File: src/rtl/pipe_ctrl_pkg.sv
// Shared definitions for the pipeline control blocks: controller state
// encoding and the number of stages drained after a HALT issues.
package pipe_ctrl_pkg;

   typedef enum logic [2:0] {
      ST_IDLE  = 3'd0,
      ST_LOAD  = 3'd1,
      ST_RUN   = 3'd2,
      ST_DRAIN = 3'd3,
      ST_DONE  = 3'd4
   } state_t;

   // EXE, MEM and WB must empty before the run is complete
   localparam int DRAIN_DEPTH = 3;
   localparam int DCW         = $clog2(DRAIN_DEPTH + 1);

endpackage

File: src/rtl/pipe_scoreboard.sv
// Register pending-write scoreboard: one bit per architectural register,
// set on issue of a writer, cleared on write-back. Register 0 never pends.
module pipe_scoreboard #(
   parameter int RFW = 5
) (
   input  logic           clk,
   input  logic           rst_n,
   input  logic           clr_all,
   input  logic           set_en,
   input  logic [RFW-1:0] set_addr,
   input  logic           clr_en,
   input  logic [RFW-1:0] clr_addr,
   input  logic [RFW-1:0] rd_addr_a,
   input  logic [RFW-1:0] rd_addr_b,
   output logic           rd_a,
   output logic           rd_b
);

   localparam int NREG = 1 << RFW;

   logic [NREG-1:0] pend_reg;
   logic [NREG-1:0] pend_next;

   // Per-bit next value: clear-all first, then set beats clear on a collision
   generate
      for (genvar gi = 0; gi < NREG; gi++) begin : g_bit
         if (gi == 0) begin : g_zero
            assign pend_next[gi] = 1'b0;
         end else begin : g_reg
            assign pend_next[gi] = clr_all                                ? 1'b0 :
                                   (set_en && (set_addr == RFW'(gi)))     ? 1'b1 :
                                   (clr_en && (clr_addr == RFW'(gi)))     ? 1'b0 :
                                   pend_reg[gi];
         end
      end
   endgenerate

   // Pending vector register
   always_ff @(posedge clk or negedge rst_n) begin
      if (!rst_n) begin
         pend_reg <= '0;
      end else begin
         pend_reg <= pend_next;
      end
   end

   assign rd_a = pend_reg[rd_addr_a];
   assign rd_b = pend_reg[rd_addr_b];

endmodule

File: src/rtl/pipe_ctrl.sv
// Pipeline controller: sequences a run (load PC, run, drain after HALT),
// stalls the front end on RAW hazards against pending writes, and counts
// hazard stall cycles.
module pipe_ctrl
   import pipe_ctrl_pkg::*;
#(
   parameter int RFW  = 5,
   parameter int CNTW = 16
) (
   input  logic            clk,
   input  logic            rst_n,
   input  logic            start,
   input  logic            id_valid,
   input  logic [RFW-1:0]  id_rs1,
   input  logic [RFW-1:0]  id_rs2,
   input  logic            id_rs1_used,
   input  logic            id_rs2_used,
   input  logic [RFW-1:0]  id_rd,
   input  logic            id_rd_we,
   input  logic            id_halt,
   input  logic            wb_we,
   input  logic [RFW-1:0]  wb_rd,
   input  logic            mem_stall,
   output logic            pc_load,
   output logic            pc_en,
   output logic            if_id_en,
   output logic            id_exe_bubble,
   output logic            pipe_en,
   output logic            busy,
   output logic            done,
   output logic [CNTW-1:0] stall_cnt
);

   state_t          state_reg, state_next;
   logic [CNTW-1:0] stall_cnt_reg, stall_cnt_next;
   logic [DCW-1:0]  drain_cnt_reg, drain_cnt_next;

   logic pend_rs1;
   logic pend_rs2;
   logic hazard;
   logic issue;
   logic sb_set_en;
   logic sb_clr_en;
   logic sb_clr_all;

   // Hazard uses only the registered pending bits; no write-back bypass
   assign hazard = id_valid & ((id_rs1_used & pend_rs1) | (id_rs2_used & pend_rs2));
   assign issue  = (state_reg == ST_RUN) & id_valid & ~hazard & ~mem_stall;

   // HALT enters the pipe as a bubble, so it never claims a destination
   assign sb_set_en  = issue & id_rd_we & ~id_halt & (id_rd != '0);
   assign sb_clr_en  = wb_we & (wb_rd != '0) & (state_reg != ST_LOAD);
   assign sb_clr_all = (state_reg == ST_LOAD);

   pipe_scoreboard #(
      .RFW (RFW)
   ) u_scoreboard (
      .clk       (clk),
      .rst_n     (rst_n),
      .clr_all   (sb_clr_all),
      .set_en    (sb_set_en),
      .set_addr  (id_rd),
      .clr_en    (sb_clr_en),
      .clr_addr  (wb_rd),
      .rd_addr_a (id_rs1),
      .rd_addr_b (id_rs2),
      .rd_a      (pend_rs1),
      .rd_b      (pend_rs2)
   );

   // State, stall counter and drain counter registers
   always_ff @(posedge clk or negedge rst_n) begin
      if (!rst_n) begin
         state_reg     <= ST_IDLE;
         stall_cnt_reg <= '0;
         drain_cnt_reg <= '0;
      end else begin
         state_reg     <= state_next;
         stall_cnt_reg <= stall_cnt_next;
         drain_cnt_reg <= drain_cnt_next;
      end
   end

   // Next-state and output decode from registered state plus live inputs
   always_comb begin
      state_next     = state_reg;
      stall_cnt_next = stall_cnt_reg;
      drain_cnt_next = drain_cnt_reg;
      pc_load        = 1'b0;
      pc_en          = 1'b0;
      if_id_en       = 1'b0;
      id_exe_bubble  = 1'b0;
      pipe_en        = 1'b0;
      busy           = 1'b0;
      done           = 1'b0;

      case (state_reg)
         ST_IDLE: begin
            if (start) state_next = ST_LOAD;
         end
         ST_LOAD: begin
            busy           = 1'b1;
            pc_load        = 1'b1;
            stall_cnt_next = '0;
            drain_cnt_next = '0;
            state_next     = ST_RUN;
         end
         ST_RUN: begin
            busy          = 1'b1;
            pipe_en       = ~mem_stall;
            pc_en         = ~mem_stall & ~hazard;
            if_id_en      = ~mem_stall & ~hazard;
            id_exe_bubble = ~mem_stall & hazard;
            if (hazard && !mem_stall && (stall_cnt_reg != '1)) begin
               stall_cnt_next = stall_cnt_reg + CNTW'(1);
            end
            if (issue && id_halt) begin
               id_exe_bubble  = 1'b1;
               drain_cnt_next = DCW'(DRAIN_DEPTH);
               state_next     = ST_DRAIN;
            end
         end
         ST_DRAIN: begin
            busy          = 1'b1;
            id_exe_bubble = 1'b1;
            pipe_en       = ~mem_stall;
            if (!mem_stall) begin
               drain_cnt_next = drain_cnt_reg - DCW'(1);
               if (drain_cnt_reg == DCW'(1)) state_next = ST_DONE;
            end
         end
         ST_DONE: begin
            done = 1'b1;
            if (start) state_next = ST_LOAD;
         end
         default: begin
            state_next = ST_IDLE;
         end
      endcase
   end

   assign stall_cnt = stall_cnt_reg;

endmodule
File: config.mk
export PLATFORM = sky130hd
export DESIGN_NAME = pipe_ctrl
export DESIGN_NICKNAME = d
export VERILOG_FILES = /design/src/rtl/pipe_ctrl_pkg.sv /design/src/rtl/pipe_scoreboard.sv /design/src/rtl/pipe_ctrl.sv
export SDC_FILE = /design/constraint.sdc
export NUM_CORES = 1
export LEC_CHECK = 0
export BUFFER_PORTS_ARGS = -buffer_cell sky130_fd_sc_hd__buf_4
export CAP_MARGIN = 10
export CELL_PAD_IN_SITES_DETAIL_PLACEMENT = 2
export CELL_PAD_IN_SITES_GLOBAL_PLACEMENT = 2
export CORE_MARGIN = 4
export CORE_UTILIZATION = 35
export CTS_CLUSTER_DIAMETER = 40
export DETAILED_ROUTE_END_ITERATION = 6
export GPL_TIMING_DRIVEN = 0
export PLACE_DENSITY_LB_ADDON = 0.1
export RECOVER_POWER = 25
export SLEW_MARGIN = 15
export SYNTH_ARGS = -nofsm -noshare
export SYNTH_HDL_FRONTEND = slang
export SYNTH_SLANG_ARGS = --single-unit
File: constraint.sdc
create_clock -name clk -period 3.75 [get_ports clk]
set_clock_uncertainty 0.2 [all_clocks]
set_input_delay 0.75 -clock clk [delete_from_list [all_inputs] [get_ports clk]]
set_output_delay 0.75 -clock clk [all_outputs]
set_load 0.02 [all_outputs]
==> summary.md <==
| Metric | Value |
|---|---|
| Yosys reg bits | `52` |
| Main synth FF type | `dfrtp_1` |
| Pins Over Slew Limit | `0` |
| Max Clk Rate | `between 200 and 300 MHz` |
| Yosys warns | `0` |
| First DRT Iteration DRCs | `81` |
| WL met1 | `5530 µm` |
| Worst VDD drop | `between 0.00015 and 0.0002 V` |
| Worst-skew pair later-pin latency | `about 0.31 ns` |
| R2r endpoint | `u_scoreboard.pend_reg[30]$_DFFE_PN0P_` |
| Post-synth EDFFs | `0` |
| WHS Path Cells | `1` |
| Share of post-route cells with drive strength above 1 | `about 23%` |
| Number of max-cap violations | `0` |
| Initial DRT Pass Iterations | `4` |
| Rel. slew slack | `8.39%` |
| Port buffer count | `49` |
| Synth-to-layout area growth | `23.2%` |
| Max H-tree Level | `2` |
| Met2 wire len | `around 5500 µm` |
| DIE AREA | `approximately 0.011 mm²` |
| GRT overflow | `0` |
| R2r setup slk | `around 0.86 ns` |
| Boundary Pins | `53` |
| Clock Pin Slew Worst Setup and Hold Paths | `0.09 ns` |
| CTS tree | `built` |
| CP required | `~2.8 ns` |
| Hold Path Class | `flip-flop to flip-flop` |
| Layout Nets | `443` |
| Clock sinks | `52` |
| Max incr delay on CP | `between 0.3 and 0.4 ns` |
| Synth cell types | `between 50 and 60` |
| Power per Cell Area | `367 mW/mm²` |
| Sequential area share after synthesis | `about 39%` |
| Netlist Area Pre-Place | `roughly 0.0033 mm²` |
| Critical Path AT | `2.72 ns` |
| Row cnt | `35` |
| Gate Count Post-Synth | `between 300 and 400` |
| Hold_sp | `state_reg[2]$_DFFE_PN0P_` |
| Crit path launch type | `input port` |
| Commonest non-fill, non-tap cell in the layout | `buf_4` |
| Crit share post-route | `97.9%` |
| CP max stage cell | `or3_4` |
| DRC | `0` |
| Status | `complete, no violations` |
| Tmin final | `around 3.7 ns` |
| CTS max path bufs | `2` |
| Initial antenna violation count | `0` |
| Vias per cell | `5.74` |
| GRT Util Overall | `a little over a fifth` |
| Crit Path Class | `input port to output port` |
| CTS buffer count | `5` |
| Initial core utilization | `35.8%` |
| Clk root buf | `clkbuf_8` |
| # diodes | `0` |
| WL final | `11600 µm` |
| Max layer used | `met4` |
| Crit path cell chain | `buf_8 > buf_8 > mux2_1 > or3_4 > a311oi_4 > nor4_4 > nor2_2 > buf_6 > a21o_1 > a21oi_2 > buf_4` |
| Vias in the first global route | `roughly 3500` |
| WL met3 | `between 400 and 500 µm` |
| First-pass GRT wire length | `~19000 µm` |
| CP most frequent cell | `buf_8` |
| Routed length per instance | `21.4 µm` |
| Core region area | `just over 0.009 mm²` |
| Hold Path Sink | `state_reg[2]$_DFFE_PN0P_` |
| Max reg flops | `31` |
| Largest net degree at the start of global routing | `between 50 and 60` |
| Final worst slack | `roughly 0.078 ns` |
| Fin. Hold Viols | `0` |
| Hold buffers post-CTS | `0` |
| Avg Synthesized Cell Area | `around 9.5 µm²` |
| CP Max Fanout | `7` |
| Die height | `105 µm` |
| Routed Antenna Nets | `0` |
| Final core occ | `between 40% and 50%` |
| GP Congestion | `~0.84` |
| Final setup fails | `0` |
| Die Width | `~110 µm` |
| Routed via count | `between 3000 and 4000` |
| HPWL after DPL | `roughly 8800 µm` |
| Most frequent cells in the layout | `buf_4 (57), dfrtp_1 (52), o21ai_0 (43)` |
| Asr flop ratio synth | `100%` |
| Syn nets | `380` |
| Slew @ Worst Pin | `~1.4 ns` |
| Reg2reg start | `state_reg[2]$_DFFE_PN0P_` |
| Worst slack at placement | `-0.240 ns` |
| Leakage | `between 0.0015 and 0.002 µW` |
| Critical path endpoint category | `output port` |
| FF-to-FF path depth | `6` |
[logic make-up (layout without fill, tap and decap cells)]
group	Yosys count	after routing	share of synthesized area [%]
AND/OR/NAND/NOR	126	126	23.3
AO/OA/AOI/OAI	113	113	21.7
flip-flops	52	52	39.3
multiplexers	28	28	10.0
buffers and inverters	24	88	4.12
XOR/XNOR	3	3	0.795
adder cells (fa/ha/maj)	2	2	0.757
[Yosys cell counts, drive strengths merged, types with 8 or more instances]
master	number	area, µm²
nor2	17	66.3
nand3	18	90.1
nand2	26	97.6
mux2i	23	230
o21ai	44	224
dfrtp	52	1300
nand2b	9	56.3
nor2b	8	50.1
or3	10	62.6
o211ai	33	248
a21oi	14	70.1
buf	12	91.3
[cell type report]
class                      count  area (µm²)
inverter                       6        25.0
clock buffer                   8        90.1
fill                        1026        5170
buffer                        18         125
sequential                    52        1300
multi-input combinational    272        1930
tap                          129         161
timing repair buffer          56         435
[metrics by stage]
stage | instance area [µm²] | TNS, ns | cells | power [µW] | hold slack (ns)
final | 4070 | 0 | 541 | 1490 | 0.323
after detailed placement | 3840 | -0.240 | 526 | 1140 | 0.314
after CTS | 3950 | -0.114 | 535 | 1480 | 0.301
after floorplan | 3310 | 0 | 348 | 945 | 0.254
after global placement | 3840 | -0.221 | 526 | 1120 | 0.308
after global routing | 4070 | -0.0259 | 541 | 1580 | 0.374
[worst max-delay path, delay by kind of cell]
kind                   cells  cell delay (ns)
buffers and inverters      4             0.55
multiplexers               1             0.33
AO/OA/AOI/OAI              3             0.48
AND/OR/NAND/NOR            3             0.60
[layer usage]
layer  GRT usage, %  vias to the layer above
li1               -                     1452
met2           33.8                       66
met5              0                        -
met3           2.41                        7
met1           29.9                     1580
met4           4.40                        0
[where the power goes]
part | leakage [µW] | internal [µW] | total, µW | switching (µW)
logic | 0.000999 | 192 | 474 | 282
clock network | 0.0000455 | 151 | 345 | 194
registers | 0.000712 | 612 | 675 | 63.4
total | 0.00176 | 955 | 1490 | 539
[worst max path at each step]
stage / from / to / slack [ns]
after floorplan: id_rs2[1] / id_exe_bubble / 0.04
after global placement: id_rs1[1] / id_exe_bubble / -0.22
after detailed placement: id_rs2[1] / id_exe_bubble / -0.24
after CTS: id_rs2[2] / pc_en / -0.06
after global routing: id_rs2[0] / id_exe_bubble / -0.03
final: id_rs2[2] / id_exe_bubble / 0.08
[repair_timing]
item	in CTS	in global routing
pin swaps	1	4
cloned	0	1
buffers inserted	1	5
gates resized for setup	1	13
setup endpoints to repair	1	3
Note: power is estimated with default switching activity, not from simulation.
